`src/rtl/quad_decoder.sv`:
```
// quad_decoder: quadrature (A/B) decoder producing a one-cycle step strobe and
// direction for a wrap-around position counter, and counting illegal phase jumps.
// Optional glitch filter: define QDEC_FILTER_EN to add a per-phase stability
// filter of FILTER_LEN cycles (legal range 2..15) behind the synchronizers.
module quad_decoder #(
   parameter int unsigned FILTER_LEN = 4,
   parameter int unsigned ERR_W      = 8
) (
   input  logic             clk,
   input  logic             reset,
   input  logic             qa,
   input  logic             qb,
   input  logic             err_clr,
   output logic             en,
   output logic             dir,
   output logic             err,
   output logic [ERR_W-1:0] err_cnt,
   output logic             ready
);

`ifdef QDEC_FILTER_EN
   localparam int unsigned WARM_LEN = 2 + FILTER_LEN;
`else
   localparam int unsigned WARM_LEN = 2;
`endif
   localparam int unsigned WARM_W = $clog2(FILTER_LEN + 3);
   localparam logic [ERR_W-1:0] ERR_MAX = '1;

   typedef enum logic [1:0] {
      ST_WARM  = 2'd0,
      ST_LOAD  = 2'd1,
      ST_TRACK = 2'd2
   } state_t;

   logic [1:0]       sync1;
   logic [1:0]       sync2;
   logic [1:0]       cur;
   logic [1:0]       prev_q;
   logic [1:0]       prev_n;
   logic [1:0]       pos_cur;
   logic [1:0]       pos_prev;
   logic [1:0]       step;
   logic [WARM_W-1:0] warm_q;
   logic [WARM_W-1:0] warm_n;
   state_t           state_q;
   state_t           state_n;
   logic             en_n;
   logic             dir_n;
   logic             err_n;
   logic [ERR_W-1:0] err_cnt_n;
   logic             ready_n;

   // Two-flop synchronizer for both phases; bit 1 = A, bit 0 = B.
   always_ff @(posedge clk) begin
      if (reset) begin
         sync1 <= 2'b00;
         sync2 <= 2'b00;
      end else begin
         sync1 <= {qa, qb};
         sync2 <= sync1;
      end
   end

`ifdef QDEC_FILTER_EN
   localparam int unsigned FCNT_W = 4;

   logic [1:0]        filt;
   logic [FCNT_W-1:0] fcnt [0:1];

   // Per-phase stability filter: accept a new level after FILTER_LEN stable cycles.
   always_ff @(posedge clk) begin
      if (reset) begin
         filt    <= 2'b00;
         fcnt[0] <= '0;
         fcnt[1] <= '0;
      end else begin
         for (int i = 0; i < 2; i++) begin
            if (sync2[i] == filt[i]) begin
               fcnt[i] <= '0;
            end else if (fcnt[i] == FCNT_W'(FILTER_LEN - 1)) begin
               filt[i] <= sync2[i];
               fcnt[i] <= '0;
            end else begin
               fcnt[i] <= fcnt[i] + FCNT_W'(1);
            end
         end
      end
   end

   assign cur = filt;
`else
   assign cur = sync2;
`endif

   // Map the Gray phase pair to a 0..3 position so a step is a signed difference.
   always_comb begin
      pos_cur  = {cur[0], cur[1] ^ cur[0]};
      pos_prev = {prev_q[0], prev_q[1] ^ prev_q[0]};
      step     = pos_cur - pos_prev;
   end

   // State and output registers.
   always_ff @(posedge clk) begin
      if (reset) begin
         state_q <= ST_WARM;
         warm_q  <= '0;
         prev_q  <= 2'b00;
         en      <= 1'b0;
         dir     <= 1'b0;
         err     <= 1'b0;
         err_cnt <= '0;
         ready   <= 1'b0;
      end else begin
         state_q <= state_n;
         warm_q  <= warm_n;
         prev_q  <= prev_n;
         en      <= en_n;
         dir     <= dir_n;
         err     <= err_n;
         err_cnt <= err_cnt_n;
         ready   <= ready_n;
      end
   end

   // Next-state and decode logic.
   always_comb begin
      state_n   = state_q;
      warm_n    = warm_q;
      prev_n    = prev_q;
      en_n      = 1'b0;
      dir_n     = dir;
      err_n     = err;
      err_cnt_n = err_cnt;

      if (err_clr) begin
         err_n     = 1'b0;
         err_cnt_n = '0;
      end

      case (state_q)
         ST_WARM: begin
            if (warm_q == WARM_W'(WARM_LEN - 1)) begin
               state_n = ST_LOAD;
               warm_n  = '0;
            end else begin
               warm_n = warm_q + WARM_W'(1);
            end
         end
         ST_LOAD: begin
            prev_n  = cur;
            state_n = ST_TRACK;
         end
         ST_TRACK: begin
            case (step)
               2'd0: ;
               2'd1: begin
                  en_n   = 1'b1;
                  dir_n  = 1'b0;
                  prev_n = cur;
               end
               2'd3: begin
                  en_n   = 1'b1;
                  dir_n  = 1'b1;
                  prev_n = cur;
               end
               2'd2: begin
                  // Both phases moved: flag it and resynchronize to the new state.
                  prev_n = cur;
                  err_n  = 1'b1;
                  if (err_clr) begin
                     err_cnt_n = ERR_W'(1);
                  end else if (err_cnt != ERR_MAX) begin
                     err_cnt_n = err_cnt + ERR_W'(1);
                  end
               end
            endcase
         end
         default: state_n = ST_WARM;
      endcase

      ready_n = (state_n == ST_TRACK);
   end

endmodule

```
`config.mk`:
```
export PLATFORM = sky130hd
export DESIGN_NAME = quad_decoder
export DESIGN_NICKNAME = d
export VERILOG_FILES = /design/src/rtl/quad_decoder.sv
export SDC_FILE = /design/constraint.sdc
export NUM_CORES = 1
export LEC_CHECK = 0
export BUFFER_PORTS_ARGS = -buffer_cell sky130_fd_sc_hd__buf_4
export CAP_MARGIN = 10
export CORE_MARGIN = 1
export CORE_UTILIZATION = 49
export CTS_CLUSTER_DIAMETER = 150
export DETAILED_ROUTE_END_ITERATION = 8
export MAX_ROUTING_LAYER = met4
export PLACE_DENSITY = 0.77
export SLEW_MARGIN = 20
export SYNTH_ARGS = -nofsm -noshare
export SYNTH_HDL_FRONTEND = slang
export SYNTH_SLANG_ARGS = --single-unit
```
`constraint.sdc`:
```
create_clock -name clk -period 1.65 [get_ports clk]
set_clock_uncertainty 0.15 [all_clocks]
set_input_delay 0.0825 -clock clk [delete_from_list [all_inputs] [get_ports clk]]
set_output_delay 0.0825 -clock clk [all_outputs]
set_load 0.01 [all_outputs]
```
# == Word level (Yosys, flattened, before mapping) ==
# Index checks and enable logic that the tools add are counted.
# word_totals
register_bits,23
latch_bits,0
ram_bits,0
mem_bits_ro,0
input_bits,5
out_inout_bits,12
n_memories,0
# classes
n_addsub,3
mul,0
div,0
magnitude_cmp,0
n_eq_ne,9
shift,0
n_mux,15
bitwise,3
reduce_logical,8
# op_table
operator,count
$mux W8,5
$add A8 B1 Y8 const B,1
$eq A2 B2 Y1 const B,4
$ne A8 B8 Y1 const B,1
$pmux W2 S3,1
$eq A2 B1 Y1 const B,2
$mux W1,4
$mux W2,2
$pmux W2 S2,1
$reduce_and A2 Y1,2
$reduce_bool A2 Y1,2
$reduce_or A2 Y1,2
$add A3 B1 Y3 const B,1
$eq A3 B1 Y1 const B,1
$mux W3,1
$reduce_or A3 Y1,1
$logic_not A2 Y1,1
$ne A2 B2 Y1 const B,1
$pmux W1 S2,1
$sub A2 B2 Y2,1
$xor A1 B1 Y1,2
$not A1 Y1,1

# == Depth between registers and ports, before layout ==
# logic_depth
depth_word,6
mapped_depth,7
depth_no_buf,6

# == Least setup slack after synthesis ==
# Ideal clock, no wire load.
# synth_timing
path_type,register to register
from,register sync2[0] (netlist: cur[0])
to,register err_cnt[1]
setup_time_ns,0.116
t_arrival_ns,1.496
setup_slack_ns,-0.113
path_stages_with_launch,8
path_buffers,1
cell_sequence,dfxtp_1 xnor2_1 ha_1 xnor3_2 nor2_2 buf_6 a21oi_1 a41o_1
# synth_via
elab_chain_cells,5
# synth_lines
element,line,source
from (decl),36,logic [1:0] sync2;
from (signal assigned),60,sync2 <= sync1;
$xor A1 B1 Y1,97,"pos_cur = {cur[0], cur[1] ^ cur[0]};"
$sub A2 B2 Y2 (*),99,step = pos_cur - pos_prev;
$eq A2 B2 Y1 (*),154,case (step)
$mux W8 (*),154,
$mux W8 (*),140,case (state_q)
to (signal assigned),120,err_cnt <= err_cnt_n;
to (decl),17,"output logic [ERR_W-1:0] err_cnt,"
# Mark *: on every way between the ends. The rest lies on a longest branch, timed or not.
# A chain may end at the register's enable or synchronous reset.

# == Final worst setup path ==
# layout_timing
from,register prev_q[0]
to,register err_cnt[2]
# layout_via
elab_chain_cells,5
# layout_lines
element,line,source
from (decl),38,logic [1:0] prev_q;
from (signal assigned),116,prev_q <= prev_n;
$xor A1 B1 Y1,98,"pos_prev = {prev_q[0], prev_q[1] ^ prev_q[0]};"
$sub A2 B2 Y2 (*),99,
$eq A2 B2 Y1 (*),154,
$mux W8 (*),154,
$mux W8 (*),140,
# Marked as above.

==> results_dict.tcl <==
set metrics [dict create \
    grt_antenna_before_repair 0 \
    cts_sinks 23 \
    arrival_ns 1.92 \
    ys_warn_count 0 \
    nFillCells 148 \
    first_iter_violations 33 \
    drive_above_1_share 0.3677 \
    fin_nets 167 \
    path_class "flip-flop to flip-flop" \
    antennaDiodeCount 0 \
    ant_nets 0 \
    place_hpwl_um 1680 \
    ys.flop_type "dfxtp_1" \
    fmax_ghz 0.5365 \
    clk_latency_ns 0.31 \
    yosysUniqueCellTypes 34 \
    seq_area_frac_synth 0.4259 \
    p_sw_mw 0.5010 \
    timing.final.crit_share 1.130 \
    p_int_mw 0.9452 \
    slowest_delay_ns 0.37 \
    min_path_type "flip-flop to flip-flop" \
    dp.cells 171 \
    area_growth_pct 39.00 \
    avgSynthCellArea_um2 9.739 \
    rsz0062_at_grt "true" \
    wl_per_cell_um 12.49 \
    path_max_fanout 6 \
    mostFrequentLayoutCells "buf_4, dfxtp_1, nor2_1, a21oi_1, inv_1" \
    maxSlewViolCount 0 \
    p_leak_nw 0.6380 \
    final_common_cell "buf_4" \
    first_pass_iters 4 \
    synth-seq-cells 23 \
    rows 16 \
    overflow 0 \
    crit_required_ns 1.71 \
    grt_usage 0.2121 \
    pwr-share-comb 0.367 \
    wl_um 2273 \
    critPathLaunchType "flip-flop" \
    worst-path-buf-inv 1 \
    ir_worst_vdd_mv 0.8663 \
    clkPwrFrac 0.181 \
    portBuffers 16 \
    cts_inserted_buffers 3 \
    utilization 0.7432 \
    place_congestion 0.8676 \
    clkTransAtPathRegs_ns 0.13 \
    path_delay_family "XOR/XNOR gates" \
    grt_pass1_wl_um 3815 \
    status "complete, but fails checks" \
    max_slew_margin 0.7912 \
    root_buffer "clkbuf_4" \
    swShare 0.3464 \
    crit_path_end_kind "flip-flop" \
    synth_edf_count 0 \
    power.density_mw_per_mm2 962.4 \
    slowest_stage "xnor3_2" \
    grt_pass1_vias 936 \
    violations "negative setup slack" \
    finalHoldViolCount 0 \
    path_cells "xor2_1, ha_1, xnor3_2, nor2_2, buf_4, a211oi_2" \
    fin_ws_ns -0.2141 \
    fin_cells 182 \
    fin_area_mm2 0.001503 \
    maxCapViolCount 0 \
    die_area_mm2 0.002398 \
    core_area_mm2 0.002022 \
    dieWidth_um 48.97 \
    clockBufferDepth 2 \
    setup_tns_ns -2.073 \
    syn-num-nets 122 \
    drc 0 \
    multi_input_area_um2 625.6 \
    routed_via_density 5.308 \
    syn_inst 111 \
    cts_tree "done" \
    seqPwrFrac 0.451 \
    fp.dieH_um 48.97 \
    synth_area_mm2 0.001081 \
    io_pins 17 \
    htree_levels 1 \
    num_vias 966 \
    dpl-instance-area_mm2 0.001374 \
    synthArstFlopShare 0 \
    pre_cts_slack_ns -0.2210 \
    initial_core_util 0.5347 \
    setup_violations 12 \
    grt_max_degree 19 \
    tightest_slew_ns 0.3103 \
    regArea_um2 464.2 \
    fin_crit_ns 1.864 \
]
[worst register-to-register path: cells and delay by family, from the launching register on]
| family | cells | cell delay (ns) |
|---|---|---|
| XOR/XNOR | 2 | 0.54 |
| AND/OR/NAND/NOR | 1 | 0.30 |
| buffers and inverters | 1 | 0.18 |
| AO/OA/AOI/OAI | 1 | 0.06 |
| flip-flops | 1 | 0.36 |
| adder cells (fa/ha/maj) | 1 | 0.18 |
[synth_stat cells (all sizes together), types with 2 or more instances]
master | count | area, µm²
a211oi | 2 | 25.02
a21oi | 11 | 58.81
a31oi | 2 | 18.77
dfxtp | 23 | 460.4
ha | 6 | 75.07
inv | 7 | 26.28
mux2i | 3 | 30.03
nand2 | 7 | 26.28
nand3 | 5 | 25.02
nand4 | 2 | 12.51
nor2 | 11 | 43.80
nor2b | 5 | 31.28
nor4 | 3 | 25.02
o21ai | 2 | 10.01
o31a | 2 | 17.52
or3 | 3 | 18.77
xnor2 | 3 | 26.28
xor2 | 2 | 17.52
[power groups by stage]
stage	clock [mW]	sequential, mW	combinational [mW]
5_1_grt	0.301	0.658	0.587
3_3_place_gp	0	0.660	0.445
4_1_cts	0.278	0.653	0.532
2_1_floorplan	0	0.673	0.310
6_report	0.262	0.652	0.531
3_5_place_dp	0	0.664	0.465
[per-layer routing]
metal  part of all wire  vias up  global-route usage
li1                   -      485                   -
met1               0.47      449              0.2510
met2               0.48       30              0.3542
met3              0.047        2             0.04050
met4             0.0053        0             0.08333
met5                  0        -                   -
[area by class of cell]
| cell class | count | area share |
|---|---|---|
| clock buffer | 3 | 0.01499 |
| clock inverter | 1 | 0.004996 |
| inverter | 7 | 0.01749 |
| multi-input combinational | 80 | 0.4163 |
| sequential | 23 | 0.3089 |
| tap | 27 | 0.02248 |
| timing repair buffer | 41 | 0.2148 |
[per-stage QoR]
step | hold WS [ns] | power (mW)
2_1_floorplan | -0.003303 | 0.9832
3_3_place_gp | 0.1429 | 1.105
3_5_place_dp | 0.1485 | 1.129
4_1_cts | 0.3017 | 1.462
5_1_grt | 0.3131 | 1.546
6_report | 0.3025 | 1.446
[cell families after synthesis]
kind of cell,Yosys count,synth area share
compound gates,24,0.1794
xor+xnor,6,0.06250
fa+ha+maj,6,0.06944
buf+inv,9,0.03819
flops,23,0.4259
mux,3,0.02778
simple gates,40,0.1968
[flip-flops by register name, summed over array words and instances, names as in the netlist, 2 cells and up]
name,flops
warm_q,3
sync1,2
cur,2
err_cnt,8
state_q,2
prev_q,2
[final timing paths]
kind              from          to  slack, ns  cells after the start
max          prev_q[0]  err_cnt[2]      -0.21                      6
min           sync1[0]      cur[0]       0.30                      1
min reg2reg   sync1[0]      cur[0]       0.30                      1
max reg2reg  prev_q[0]  err_cnt[2]      -0.21                      6
[timing repair]
item,in CTS,in global routing
resized for setup,6,1
gates cloned,1,0
buffers inserted,0,0
pin swaps,4,3
endpoints found under the hold margin,21,0
hold buffers,6,0
setup endpoints to repair,12,12
Note: power is estimated with default switching activity, not from simulation.
